--- src/rtl/multi_cycle_control.sv ---
// multi_cycle_control: multi-cycle MIPS controller FSM; define MCC_PERF_CNT_EN for CycleCount/InstrCount
module multi_cycle_control (
  input  logic       CLK,
  input  logic       Reset,
  input  logic [5:0] Opcode,
  input  logic       MemReady,
  output logic       PCWrite,
  output logic       PCWriteCond,
  output logic       IorD,
  output logic       MemRead,
  output logic       MemWrite,
  output logic       IRWrite,
  output logic       MemToReg,
  output logic       RegDst,
  output logic       RegWrite,
  output logic       ALUSrcA,
  output logic       SignExtend,
  output logic [1:0] ALUSrcB,
  output logic [1:0] PCSource,
  output logic [3:0] ALUOp,
  output logic       IllegalOp,
  output logic [3:0] State
`ifdef MCC_PERF_CNT_EN
  ,
  output logic [31:0] CycleCount,
  output logic [31:0] InstrCount
`endif
);
  typedef enum logic [3:0] {
    FETCH = 4'd0, DECODE = 4'd1, MEMADR = 4'd2, MEMRD = 4'd3, MEMWB = 4'd4, MEMWR = 4'd5,
    EXEC = 4'd6, RWB = 4'd7, BRANCH = 4'd8, JUMP = 4'd9, IEXEC = 4'd10, IWB = 4'd11
  } state_t;
  localparam logic [5:0] OP_R = 6'b000000, OP_J = 6'b000010, OP_BEQ = 6'b000100,
    OP_ADDI = 6'b001000, OP_ADDIU = 6'b001001, OP_SLTI = 6'b001010, OP_SLTIU = 6'b001011,
    OP_ANDI = 6'b001100, OP_ORI = 6'b001101, OP_XORI = 6'b001110, OP_LUI = 6'b001111,
    OP_LW = 6'b100011, OP_SW = 6'b101011;
  localparam logic [3:0] ALU_AND = 4'b0000, ALU_OR = 4'b0001, ALU_ADD = 4'b0010, ALU_SUB = 4'b0110,
    ALU_SLT = 4'b0111, ALU_XOR = 4'b1010, ALU_SLTU = 4'b1011, ALU_LUI = 4'b1110, ALU_FUNC = 4'b1111;
  state_t state, next_state;
  assign State = state;
  // state register; reset lands in FETCH immediately
  always_ff @(posedge CLK or posedge Reset)
    if (Reset) state <= FETCH;
    else state <= next_state;
  // control decode and next-state; write/strobe enables are squashed while Reset is high
  always_comb begin
    next_state = FETCH;
    PCWrite = 1'b0;
    PCWriteCond = 1'b0;
    IorD = 1'b0;
    MemRead = 1'b0;
    MemWrite = 1'b0;
    IRWrite = 1'b0;
    MemToReg = 1'b0;
    RegDst = 1'b0;
    RegWrite = 1'b0;
    ALUSrcA = 1'b0;
    SignExtend = 1'b0;
    ALUSrcB = 2'b00;
    PCSource = 2'b00;
    ALUOp = ALU_ADD;
    IllegalOp = 1'b0;
    case (state)
      FETCH: begin
        MemRead = 1'b1;
        ALUSrcB = 2'b01;
        IRWrite = MemReady;
        PCWrite = MemReady;
        next_state = MemReady ? DECODE : FETCH;
      end
      DECODE: begin
        ALUSrcB = 2'b11;
        SignExtend = 1'b1;
        case (Opcode)
          OP_LW, OP_SW: next_state = MEMADR;
          OP_R: next_state = EXEC;
          OP_BEQ: next_state = BRANCH;
          OP_J: next_state = JUMP;
          OP_ADDI, OP_ADDIU, OP_SLTI, OP_SLTIU, OP_ANDI, OP_ORI, OP_XORI, OP_LUI: next_state = IEXEC;
          default: IllegalOp = 1'b1;
        endcase
      end
      MEMADR: begin
        ALUSrcA = 1'b1;
        ALUSrcB = 2'b10;
        SignExtend = 1'b1;
        next_state = (Opcode == OP_SW) ? MEMWR : MEMRD;
      end
      MEMRD: begin
        MemRead = 1'b1;
        IorD = 1'b1;
        next_state = MemReady ? MEMWB : MEMRD;
      end
      MEMWB: begin
        RegWrite = 1'b1;
        MemToReg = 1'b1;
      end
      MEMWR: begin
        MemWrite = 1'b1;
        IorD = 1'b1;
        next_state = MemReady ? FETCH : MEMWR;
      end
      EXEC: begin
        ALUSrcA = 1'b1;
        ALUOp = ALU_FUNC;
        next_state = RWB;
      end
      RWB: begin
        RegWrite = 1'b1;
        RegDst = 1'b1;
      end
      BRANCH: begin
        ALUSrcA = 1'b1;
        ALUOp = ALU_SUB;
        PCWriteCond = 1'b1;
        PCSource = 2'b01;
      end
      JUMP: begin
        PCWrite = 1'b1;
        PCSource = 2'b10;
      end
      IEXEC: begin
        ALUSrcA = 1'b1;
        ALUSrcB = 2'b10;
        SignExtend = Opcode inside {OP_ADDI, OP_SLTI, OP_SLTIU};
        ALUOp = (Opcode == OP_ORI) ? ALU_OR :
                (Opcode == OP_ANDI) ? ALU_AND :
                (Opcode == OP_LUI) ? ALU_LUI :
                (Opcode == OP_SLTI) ? ALU_SLT :
                (Opcode == OP_SLTIU) ? ALU_SLTU :
                (Opcode == OP_XORI) ? ALU_XOR : ALU_ADD;
        next_state = IWB;
      end
      IWB: RegWrite = 1'b1;
      default: next_state = FETCH;
    endcase
    if (Reset) begin
      PCWrite = 1'b0;
      PCWriteCond = 1'b0;
      MemRead = 1'b0;
      MemWrite = 1'b0;
      IRWrite = 1'b0;
      RegWrite = 1'b0;
      IllegalOp = 1'b0;
    end
  end
`ifdef MCC_PERF_CNT_EN
  logic retire;
  assign retire = (state inside {MEMWB, RWB, BRANCH, JUMP, IWB}) || (state == MEMWR && MemReady);
  // free-running cycle counter and retired-instruction counter (illegal returns excluded)
  always_ff @(posedge CLK or posedge Reset)
    if (Reset) begin
      CycleCount <= '0;
      InstrCount <= '0;
    end else begin
      CycleCount <= CycleCount + 32'd1;
      if (retire) InstrCount <= InstrCount + 32'd1;
    end
`endif
endmodule

--- config.mk ---
export PLATFORM = sky130hd
export DESIGN_NAME = multi_cycle_control
export DESIGN_NICKNAME = d
export VERILOG_FILES = /design/src/rtl/multi_cycle_control.sv
export SDC_FILE = /design/constraint.sdc
export NUM_CORES = 1
export LEC_CHECK = 0
export ABC_AREA = 1
export CAP_MARGIN = 30
export CORE_UTILIZATION = 41
export DETAILED_ROUTE_END_ITERATION = 7
export GPL_ROUTABILITY_DRIVEN = 0
export HOLD_SLACK_MARGIN = 0.12
export PLACE_DENSITY = 0.94
export SYNTH_ARGS = -nofsm -noshare
export SYNTH_HDL_FRONTEND = slang
export SYNTH_SLANG_ARGS = --single-unit
export TNS_END_PERCENT = 10
--- constraint.sdc ---
create_clock -name CLK -period 1.9 [get_ports CLK]
set_input_delay 0.19 -clock CLK [delete_from_list [all_inputs] [get_ports CLK]]
set_output_delay 0.19 -clock CLK [all_outputs]
set_load 0.01 [all_outputs]
---- Word-level counts from Yosys, hierarchy flattened ----
Index checks and enable logic that the tools add are counted.
word-level totals
  register bits after elaboration ......... 4
  bits of input ports ..................... 9
  word-level logic and storage cells ...... 71
cells by class
  eq/ne operators ......................... 23
  multiplexer cells ....................... 35
  reduce and logical (&&, ||, !) cells .... 12
operators with widths
  cell                count
  $eq 6x4->1 const B  8
  $pmux 4 s7          1
  $mux 4              6
  $pmux 4 s5          1
  $mux 1              19
  $eq 4x3->1 const B  4
  $eq 4x4->1 const B  4
  $reduce_or 13->1    1
  $eq 6x6->1 const B  2
  $pmux 4 s3          1
  $reduce_or 2->1     5
  $mux 3              3
  $eq 4x2->1 const B  2
  $reduce_or 8->1     1
  $eq 6x2->1 const B  1
  $eq 6x3->1 const B  1
  $logic_not 6->1     1
  $pmux 2 s3          1
  $eq 4x1->1 const B  1
  $logic_not 4->1     1
  $pmux 1 s2          2
  $pmux 2 s2          1
  $reduce_or 4->1     1
  $reduce_bool 3->1   1
  $reduce_or 3->1     1

---- Logic depth before layout (Yosys ltp) ----
Gate-level depths: netlist of the first run.
  word-level depth ........................ 8
  mapped depth ............................ 7
  depth with buffers taken out ............ 7

---- Worst setup path before layout of the first run ----
Ideal clock, no wire load.
  kind .................................... flip-flop to output port
  from .................................... register state[0] (netlist: State[0])
  to ...................................... output PCWriteCond
  arrival ................................. 1.083 ns
  required time ........................... 1.710 ns
  path slack .............................. 0.627 ns
  stages on the path, launching flop included .. 6
  path buffers ............................ 0
  path through ............................ dfrtp_1 nor2_1 inv_1 nor2_2 inv_2 nor2_1
on the way
  longest elaborated chain between the ends .. 3
RTL lines
  what                    RTL line  RTL
  start, declared         39        state_t state, next_state;
  start signal, assigned  44        else state <= next_state;
  $eq 4x4->1              63        case (state)
  $mux 1                  63
  $mux 1                  137       if (Reset) begin
  end, declared           8         output logic PCWriteCond,
Every way passes these cells.

---- Worst setup path after layout of the first run ----
Ends and elaborated chain as after synthesis.

==> Implementation_results.wiki, run 1 <==
{| class="wikitable"
! Metric !! Value
|-
| Pin count of the biggest net entering global routing || 7
|-
| Status || finished with violations
|-
| Synthesis-to-layout area growth || 78.8%
|-
| Clock transition at the registers of the reported paths || 0.04 ns
|-
| RSZ-0062 raised after global routing || yes
|-
| Cells on worst reg2reg path || 7
|-
| First drt pass iteration count || 4
|-
| Max clock buf depth || 2
|-
| Crit path launch type || flip-flop
|-
| Required time of the worst setup path || 1.71 ns
|-
| Die extent in y || 40.9 µm
|-
| Hold Slack || 0.317 ns
|-
| Critical path capture point type || output port
|-
| Via count of the first global-routing pass || 793
|-
| Number of antenna cells inserted || 0
|-
| Buffers on Ports || 32
|-
| Number of buffers inserted during clock tree synthesis || 3
|-
| Number of different library cells in the post-synthesis netlist || 12
|-
| Maximum Capacitance Violations || 0
|-
| Worst clock skew || 0.00460 ns
|-
| YS warnings || 0
|-
| Final-report max-slew violation count || 0
|-
| Share of layout cells above drive strength 1 || 0.246
|-
| Die Wd || 40.9 µm
|-
| Ratio of total power to cell area || 936 mW/mm²
|-
| Most frequent cells in the layout || nand2_1, nor2_1, clkdlybuf4s50_1
|-
| Proportion of synthesized chip area in sequential cells || 0.162
|-
| Netlist Area Pre-Place || 619 µm²
|-
| Detailed-placement wirelength estimate || 1530 µm
|-
| Deepest level of the CTS H-tree || 1
|-
| Failing checks || negative setup slack
|-
| Layout fillers || 105
|-
| Skew-Pair Late Insertion Delay || 0.23 ns
|-
| Sum of routed wire length over all layers || 2210 µm
|-
| Initial antenna violation count || 0
|-
| Final critical delay including setup and external delays || 1.93 ns
|-
| F_max || 0.518 GHz
|-
| Die ar. || 0.00167 mm²
|-
| Synthesized flop and latch total || 4
|-
| Aggregate global-route resource usage || 0.272
|-
| Relative slew margins || 0.846
|-
| Synthesized Nets || 135
|-
| Clock tree from TritonCTS || done
|-
| R2r endpoint || State[1]$_DFF_PP0_
|-
| Hold violation count in the final report || 0
|-
| Cells after synthesis || 126
|-
| Worst setup slack before clock tree synthesis || -0.146 ns
|-
| Static leakage || 0.712 nW
|-
| Max Fanout on Critical Path || 6
|-
| WL per Instance || 11.6 µm
|-
| Global route total overflow || 0
|-
| Via-to-Cell Ratio || 5.23
|-
| Global-route wire length before repair || 3030 µm
|-
| Top-level I/O count || 33
|-
| Critical path data arrival time || 1.74 ns
|-
| Clk sink count || 4
|-
| Class of the tightest hold or removal check || input pin to asynchronous set/reset pin
|-
| Core area || 0.00135 mm²
|-
| Hold buffers post-CTS || 0
|-
| Routed vias || 994
|-
| Reg2Reg Launch Point || State[3]$_DFF_PP0_
|-
| Worst Max-Slew Pin Slew || 0.230 ns
|-
| Final number of setup-violating endpoints || 2
|-
| Worst path setup slack after routing || -0.0295 ns
|-
| Initial cell density of the core || 0.459
|-
| Most frequent standard cell in the layout excluding fill and tap cells || nand2_1
|-
| Site row count || 13
|-
| Final layout net count || 186
|-
| DRC viols || 0
|-
| Max IR drop VDD || 0.000403 V
|-
| Antenna violation net count after detailed routing || 0
|-
| Flip-flop count of the largest register after layout || 4
|-
| Critical path class || flip-flop to output port
|-
| Part of the cycle the worst path needs || 1.02
|-
| Internal reg-to-reg setup slack || 0.69 ns
|-
| DRC violation total after the first TritonRoute iteration || 26
|-
| Root Buffer || clkbuf_4
|-
| Syn avg cell area || 4.92 µm²
|}
## where the power goes
group / internal [W] / switching [W]
combinational: 0.000350 / 0.000427
sequential: 0.000116 / 0.0000430
clock: 0.0000704 / 0.0000309
## cell type report
cell class                      count  area, µm²  share of cell area
Multi-Input combinational cell    102        462               0.417
Timing Repair Buffer               46        428               0.386
Sequential cell                     4        101              0.0915
Inverter                           20       75.1              0.0678
Clock buffer                        3       22.5              0.0203
Tap cell                           15       18.8              0.0169
## kinds of logic (layout without fill, tap and decap cells)
family,Yosys count,after routing,synth area share
AOI/OAI and AO/OA,6,6,0.0485
buffers and inverters,20,69,0.121
DFF,4,4,0.162
and+or+nand+nor,96,96,0.669
## per-layer routing
metal | up-vias | GRT usage | share of wire
met3 | 4 | 0.0707 | 0.063
met5 | - | 0 | 0
li1 | 484 | - | -
met4 | 0 | 0.0500 | 0.015
met1 | 452 | 0.266 | 0.36
met2 | 54 | 0.555 | 0.56
## worst max-delay path by stage
stage	from	slack, ns	endpoint
after global placement	Opcode[4]	-0.06	ALUOp[0]
after global routing	State[1]$_DFF_PP0_	-0.11	ALUSrcB[1]
after CTS	State[0]$_DFF_PP0_	-0.02	IRWrite
final	State[0]$_DFF_PP0_	-0.03	PCWriteCond
after detailed placement	Opcode[4]	-0.15	ALUOp[2]
after floorplan	State[0]$_DFF_PP0_	0.63	PCWriteCond
## cell usage after synthesis
cell type | instances | share of area
nand3_1 | 11 | 0.089
nor2_2 | 5 | 0.051
nand2_2 | 2 | 0.020
nor2_4 | 2 | 0.036
a21oi_1 | 5 | 0.040
nor2_1 | 26 | 0.16
dfrtp_1 | 4 | 0.16
o21ai_0 | 1 | 0.0081
inv_2 | 11 | 0.067
nand2_1 | 47 | 0.28
inv_1 | 9 | 0.055
nand4_1 | 3 | 0.030
## stage by stage
stage	total power, W	instances	util	instance area (µm²)	setup TNS (ns)
2_1_floorplan	0.000530	126	-	619	0
3_3_place_gp	0.000897	184	0.771	1040	-0.182
3_5_place_dp	0.000912	184	0.771	1040	-0.430
4_1_cts	0.00102	190	0.809	1090	-0.0248
5_1_grt	0.00113	190	0.820	1110	-0.359
6_report	0.00104	190	0.820	1110	-0.0336
## worst max-delay path, stage by stage, from the launching register on
cell,delay [ns]
dfrtp_2,0.45
nor2_2,0.17
inv_1,0.10
nor2_4,0.13
inv_2,0.06
nor2_1,0.08
clkdlybuf4s50_1,0.53
## timing repair
action                     CTS  global route
gates cloned                 0             0
pin swaps                    2             0
gates resized for setup     14             6
setup buffers                3             0
setup endpoints to repair   11             9
(Power assumes the default switching activity.)
==> inputs of run 2 (changes only) <==
--- a/config.mk
+++ b/config.mk
@@ -7,11 +7,13 @@
 export LEC_CHECK = 0
 export ABC_AREA = 1
 export CAP_MARGIN = 30
-export CORE_UTILIZATION = 41
+export CORE_UTILIZATION = 43
+export CTS_BUF_LIST = sky130_fd_sc_hd__clkbuf_2 sky130_fd_sc_hd__clkbuf_4 sky130_fd_sc_hd__clkbuf_8
+export CTS_CLUSTER_DIAMETER = 100
 export DETAILED_ROUTE_END_ITERATION = 7
 export GPL_ROUTABILITY_DRIVEN = 0
 export HOLD_SLACK_MARGIN = 0.12
-export PLACE_DENSITY = 0.94
+export PLACE_DENSITY = 0.95
 export SYNTH_ARGS = -nofsm -noshare
 export SYNTH_HDL_FRONTEND = slang
 export SYNTH_SLANG_ARGS = --single-unit
==> run 2 against run 1 <==
- the flow still finishes with violations (negative setup slack)
- die area fell by 4.4%
- sequential power barely moved
- setup slack got worse by 0.0034 ns
- first-iteration DRC count fell by 15%
- global-route usage rose by 1.1 points
- non-clock buffer count fell by 1
- maximum frequency fell by 0.18%
- wire length fell by 7.5%
- highest routed layer unchanged
==> Implementation_results.wiki, run 2 (synthesis results as in run 1) <==
{| class="wikitable"
! Metric !! Value
|-
| Flip-flop count of the largest register after layout || 4
|-
| Critical path class || flip-flop to output port
|-
| Share of layout cells above drive strength 1 || 0.230
|-
| Met1 usage in global routing || 0.296
|-
| Met2 usage || 0.548
|-
| Relative slew margins || 0.867
|-
| Die Wd || 40.0 µm
|-
| Site row count || 13
|-
| Aggregate global-route resource usage || 0.283
|-
| Final std cell area, no fill || 0.00110 mm²
|-
| Pin count of the biggest net entering global routing || 7
|-
| Detailed-placement wirelength estimate || 1570 µm
|-
| Initial cell density of the core || 0.470
|-
| Initial antenna violation count || 0
|-
| Skew-Pair Late Insertion Delay || 0.24 ns
|-
| Utilization of the core after routing || 0.832
|-
| Critical path data arrival time || 1.74 ns
|-
| Hold violation count in the final report || 0
|-
| Die extent in y || 40.0 µm
|-
| Via count of the first global-routing pass || 756
|-
| Most frequent standard cell in the layout excluding fill and tap cells || nand2_1
|-
| Internal reg-to-reg setup slack || 0.64 ns
|-
| Maximum Capacitance Violations || 0
|-
| Part of the cycle the worst path needs || 1.02
|-
| DRC viols || 0
|-
| Synthesis-to-layout area growth || 77.0%
|-
| Clock tree from TritonCTS || done
|-
| Worst path setup slack after routing || -0.0329 ns
|-
| Ratio of total power to cell area || 943 mW/mm²
|-
| Max clock buf depth || 2
|-
| Root Buffer || clkbuf_4
|-
| Cell type of the slowest stage on the worst timing path || clkdlybuf4s50_1
|-
| WL per Instance || 10.8 µm
|-
| Class of the tightest hold or removal check || input pin to asynchronous set/reset pin
|-
| Via-to-Cell Ratio || 4.98
|-
| Static leakage || 0.716 nW
|-
| Clk sink count || 4
|-
| Worst clock skew || 0.00422 ns
|-
| Global route total overflow || 0
|-
| Worst Max-Slew Pin Slew || 0.198 ns
|-
| Number of buffers inserted during clock tree synthesis || 3
|-
| Max Fanout on Critical Path || 6
|-
| Final layout net count || 185
|-
| Status || finished with violations
|-
| Clock transition at the registers of the reported paths || 0.04 ns
|-
| Hold buffers post-CTS || 0
|-
| Critical Path Max Stage Delay || 0.54 ns
|-
| F_max || 0.517 GHz
|-
| Launching instance or port of the critical path || State[0]$_DFF_PP0_
|-
| Cell area after placement || 0.00104 mm²
|-
| First drt pass iteration count || 4
|-
| Last element of the critical path || PCWriteCond
|-
| Deepest level of the CTS H-tree || 1
|-
| Reg2Reg Launch Point || State[2]$_DFF_PP0_
|-
| Worst-path cell chain || nor2_2 > inv_1 > nor2_2 > inv_2 > nor2_1 > clkdlybuf4s50_1
|-
| Final-report max-slew violation count || 0
|-
| Buffers on Ports || 32
|-
| Top-level I/O count || 33
|-
| Routed vias || 941
|-
| Most frequent CP cell || nor2_2
|-
| Sum of routed wire length over all layers || 2050 µm
|-
| Most frequent cells in the layout || nand2_1, nor2_1, clkdlybuf4s50_1
|-
| Final critical delay including setup and external delays || 1.93 ns
|-
| DRC violation total after the first TritonRoute iteration || 22
|-
| Core area || 0.00132 mm²
|-
| Die ar. || 0.00160 mm²
|-
| RSZ-0062 raised after global routing || yes
|-
| Max IR drop VDD || 0.000538 V
|-
| Cells on worst reg2reg path || 7
|-
| R2r endpoint || State[0]$_DFF_PP0_
|-
| Critical path capture point type || output port
|-
| Busiest layer in global routing || met2
|-
| Failing checks || negative setup slack
|-
| Required time of the worst setup path || 1.71 ns
|-
| Number of antenna cells inserted || 0
|-
| Antenna violation net count after detailed routing || 0
|-
| Final number of setup-violating endpoints || 1
|-
| Global-route met3 utilization || 0.0500
|-
| Global-route wire length before repair || 3030 µm
|-
| Crit path launch type || flip-flop
|}
==> run 2: cell types whose count changed in the layout (fill, tap and decap cells not counted), sizes merged <==
cell	change
dlymetal6s2s	+2
buf	-1
clkdlybuf4s50	-1
dlygate4sd2	-1
==> run 2: per-layer routing <==
layer | part of all wire | vias to the layer above | wire, µm
li1 | - | 483 | -
met1 | 0.40 | 428 | 811
met2 | 0.56 | 28 | 1140
met3 | 0.036 | 2 | 74
met4 | 0.0098 | 0 | 20
met5 | 0 | - | 0
==> run 2: how the worst min path moves through the flow <==
stage | end | slack (ns) | cells past startpoint | from
CTS | State[1]$_DFF_PP0_ | 0.30 | 3 | Reset
floorplan | State[0]$_DFF_PP0_ | -0.04 | 1 | Reset
finish | State[0]$_DFF_PP0_ | 0.31 | 3 | Reset
global placement | State[0]$_DFF_PP0_ | 0.54 | 3 | Reset
detailed placement | State[0]$_DFF_PP0_ | 0.53 | 3 | Reset
global route | State[2]$_DFF_PP0_ | 0.33 | 3 | Reset
==> run 2: final cells by class <==
type                       instances  area, µm²
clock buffer                       3       22.5
fill                              98        221
inverter                          20       75.1
multi-input combinational        102        452
sequential                         4        101
tap                               15       18.8
timing repair buffer              45        427
==> run 2: power breakdown <==
| part | leakage, nW | switching, W | internal, W |
|---|---|---|---|
| clock | 0.0138 | 0.0000399 | 0.0000710 |
| sequential | 0.0520 | 0.0000407 | 0.000116 |
| combinational | 0.650 | 0.000410 | 0.000356 |
| total | 0.716 | 0.000490 | 0.000543 |
==> run 2: what timing repair did <==
| item | 4_1_cts | 5_1_grt |
|---|---|---|
| resized for setup | 11 | 8 |
| pin swaps | 2 | 0 |
| setup buffers | 2 | 0 |
| setup endpoints to repair | 9 | 10 |
| cloned | 0 | 0 |
==> run 2: through the flow <==
step                cells  setup WS (ns)  total power (W)  hold WS, ns  TNS (ns)
CTS                   189        -0.0530          0.00103        0.295    -0.104
detailed placement    184         -0.154         0.000911        0.535    -0.493
global placement      184        -0.0599         0.000896        0.541    -0.175
global route          189        -0.0814          0.00111        0.330    -0.154
finish                189        -0.0329          0.00103        0.313   -0.0329
floorplan             126          0.627         0.000530      -0.0356         0
==> run 2: worst max-delay path: cells and delay by family (launching register included) <==
kind	cells	cell delay, ns
buffers and inverters	3	0.65
AND/OR/NAND/NOR	3	0.38
flip-flops	1	0.45
==> inputs of run 3 (changes only) <==
--- a/config.mk
+++ b/config.mk
@@ -7,7 +7,9 @@
 export LEC_CHECK = 0
 export ABC_AREA = 1
 export CAP_MARGIN = 30
-export CORE_UTILIZATION = 43
+export CELL_PAD_IN_SITES_DETAIL_PLACEMENT = 1
+export CELL_PAD_IN_SITES_GLOBAL_PLACEMENT = 2
+export CORE_UTILIZATION = 19
 export CTS_BUF_LIST = sky130_fd_sc_hd__clkbuf_2 sky130_fd_sc_hd__clkbuf_4 sky130_fd_sc_hd__clkbuf_8
 export CTS_CLUSTER_DIAMETER = 100
 export DETAILED_ROUTE_END_ITERATION = 7
==> run 3 against run 2 <==
- the run still ends with negative setup slack left
- largest power group unchanged
- combinational power rose by 4.4%
- clock power is essentially flat
- critical endpoint is now ALUSrcB[1]
- utilization shrank 45 points
- final cell count rose by 18%
- setup slack gained 0.011 ns
- sequential share of layout area decreased by 0.59 points
==> Implementation_results.wiki, run 3 (synthesis results as in run 1) <==
{| class="wikitable"
! Metric !! Value
|-
| Share of layout cells above drive strength 1 || 0.263
|-
| Required time of the worst setup path || 1.71 ns
|-
| Deepest level of the CTS H-tree || 1
|-
| Clock tree from TritonCTS || done
|-
| Critical path data arrival time || 1.73 ns
|-
| Crit path launch type || flip-flop
|-
| Clk sink count || 4
|-
| Worst clock skew || 0.00102 ns
|-
| Skew-Pair Late Insertion Delay || 0.25 ns
|-
| Aggregate global-route resource usage || 0.161
|-
| Root Buffer || clkbuf_4
|-
| Max Fanout on Critical Path || 3
|-
| Launching instance or port of the critical path || State[2]$_DFF_PP0_
|-
| Final-report max-slew violation count || 0
|-
| Die extent in y || 59.1 µm
|-
| Top-level I/O count || 33
|-
| Number of buffers inserted during clock tree synthesis || 3
|-
| WL per Instance || 10.9 µm
|-
| Hold Slack || 0.307 ns
|-
| Final layout net count || 190
|-
| Global route total overflow || 0
|-
| Maximum Capacitance Violations || 0
|-
| Most frequent CP cell || buf_4
|-
| Class of the tightest hold or removal check || input pin to asynchronous set/reset pin
|-
| Part of the cycle the worst path needs || 1.01
|-
| F_max || 0.520 GHz
|-
| Flip-flop count of the largest register after layout || 4
|-
| Synthesis-to-layout area growth || 89.1%
|-
| Setup TNS || -0.0222 ns
|-
| Critical path capture point type || output port
|-
| Number of antenna cells inserted || 0
|-
| Cell type of the slowest stage on the worst timing path || clkdlybuf4s50_1
|-
| Worst-path cell chain || buf_4 > nor2_2 > buf_4 > o21ai_1 > nand2_1 > clkdlybuf4s50_1
|-
| Failing checks || negative setup slack
|-
| Relative slew margins || 0.852
|-
| Pin count of the biggest net entering global routing || 8
|-
| Via-to-Cell Ratio || 4.27
|-
| Hold violation count in the final report || 0
|-
| Reg2Reg Launch Point || State[2]$_DFF_PP0_
|-
| Sum of routed wire length over all layers || 2420 µm
|-
| Critical path class || flip-flop to output port
|-
| Via count of the first global-routing pass || 981
|-
| Most frequent cells in the layout || nand2_1, nor2_1, buf_4
|-
| Number of placed instances with taps included || 217
|-
| Worst Max-Slew Pin Slew || 0.222 ns
|-
| Final critical delay including setup and external delays || 1.92 ns
|-
| Initial antenna violation count || 0
|-
| Status || finished with violations
|-
| Static leakage || 0.757 nW
|-
| Detailed-placement wirelength estimate || 2000 µm
|-
| Initial cell density of the core || 0.201
|-
| Site row count || 20
|-
| Critical Path Max Stage Delay || 0.53 ns
|-
| DRC violation total after the first TritonRoute iteration || 26
|-
| Die ar. || 0.00349 mm²
|-
| Worst path setup slack after routing || -0.0222 ns
|-
| Most frequent standard cell in the layout excluding fill and tap cells || nand2_1
|-
| Global-route wire length before repair || 4280 µm
|-
| Buffers on Ports || 32
|-
| First drt pass iteration count || 4
|-
| Ratio of total power to cell area || 915 mW/mm²
|-
| Antenna violation net count after detailed routing || 0
|-
| RSZ-0062 raised after global routing || yes
|-
| Max clock buf depth || 2
|-
| Final number of setup-violating endpoints || 1
|-
| Hold buffers post-CTS || 0
|-
| Core area || 0.00308 mm²
|-
| Die Wd || 59.1 µm
|-
| Clock transition at the registers of the reported paths || 0.04 ns
|-
| Routed vias || 953
|-
| DRC viols || 0
|-
| Max IR drop VDD || 0.000211 V
|-
| Fin cells || 223
|}
==> run 3: cell count changes in the layout (fill, tap and decap cells not counted), sizes merged <==
cell,delta
buf,+5
dlygate4sd2,+3
clkdlybuf4s50,-2
dlymetal6s2s,-1
==> run 3: worst paths after layout <==
kind / depth (start not counted) / slack, ns / to
setup reg to reg: 7 / 0.68 / State[2]$_DFF_PP0_
setup / recovery: 6 / -0.02 / ALUSrcB[1]
min in group CLK: 7 / 0.57 / State[3]$_DFF_PP0_
hold / removal: 3 / 0.31 / State[3]$_DFF_PP0_
max in group asynchronous: 3 / 1.48 / State[0]$_DFF_PP0_
hold reg to reg: 3 / 0.70 / State[3]$_DFF_PP0_
==> run 3: worst max-delay path: cells and delay by family (launching register included) <==
| family | cells | cell delay (ns) |
|---|---|---|
| simple gates | 2 | 0.18 |
| compound gates | 1 | 0.09 |
| flops | 1 | 0.39 |
| buf+inv | 3 | 0.82 |
==> run 3: timing repair <==
item | CTS | global route
pin swaps | 2 | 0
endpoints found under the hold margin | 0 | 0
setup endpoints to repair | 14 | 7
buffers inserted | 2 | 1
gates resized for setup | 15 | 9
cloned | 0 | 0
==> run 3: area by class of cell <==
type,count,area [µm²]
Clock buffer,3,22.5
Fill cell,430,1910
Inverter,20,75.1
Multi-Input combinational cell,102,459
Sequential cell,4,101
Tap cell,44,55.1
Timing Repair Buffer,50,458
==> run 3: where the power goes <==
part	switching (W)	internal, W
sequential	0.0000424	0.000116
combinational	0.000434	0.000366
clock	0.0000430	0.0000712
total	0.000519	0.000553
==> run 3: per-layer routing <==
| metal | track usage | vias up | wire length, µm |
|---|---|---|---|
| met4 | 0.0680 | 0 | 29 |
| li1 | - | 490 | - |
| met3 | 0.0371 | 4 | 97 |
| met1 | 0.188 | 438 | 1030 |
| met2 | 0.282 | 21 | 1260 |
| met5 | 0 | - | 0 |
==> run 3: per-stage QoR <==
step            util  instance area (µm²)  total power, W  setup WS [ns]
2_1_floorplan      -                  619        0.000530          0.627
3_3_place_gp   0.360                 1110        0.000948        -0.0920
3_5_place_dp   0.360                 1110        0.000968         -0.156
5_1_grt        0.380                 1170         0.00118         -0.110
4_1_cts        0.372                 1140         0.00108        -0.0756
6_report       0.380                 1170         0.00107        -0.0222
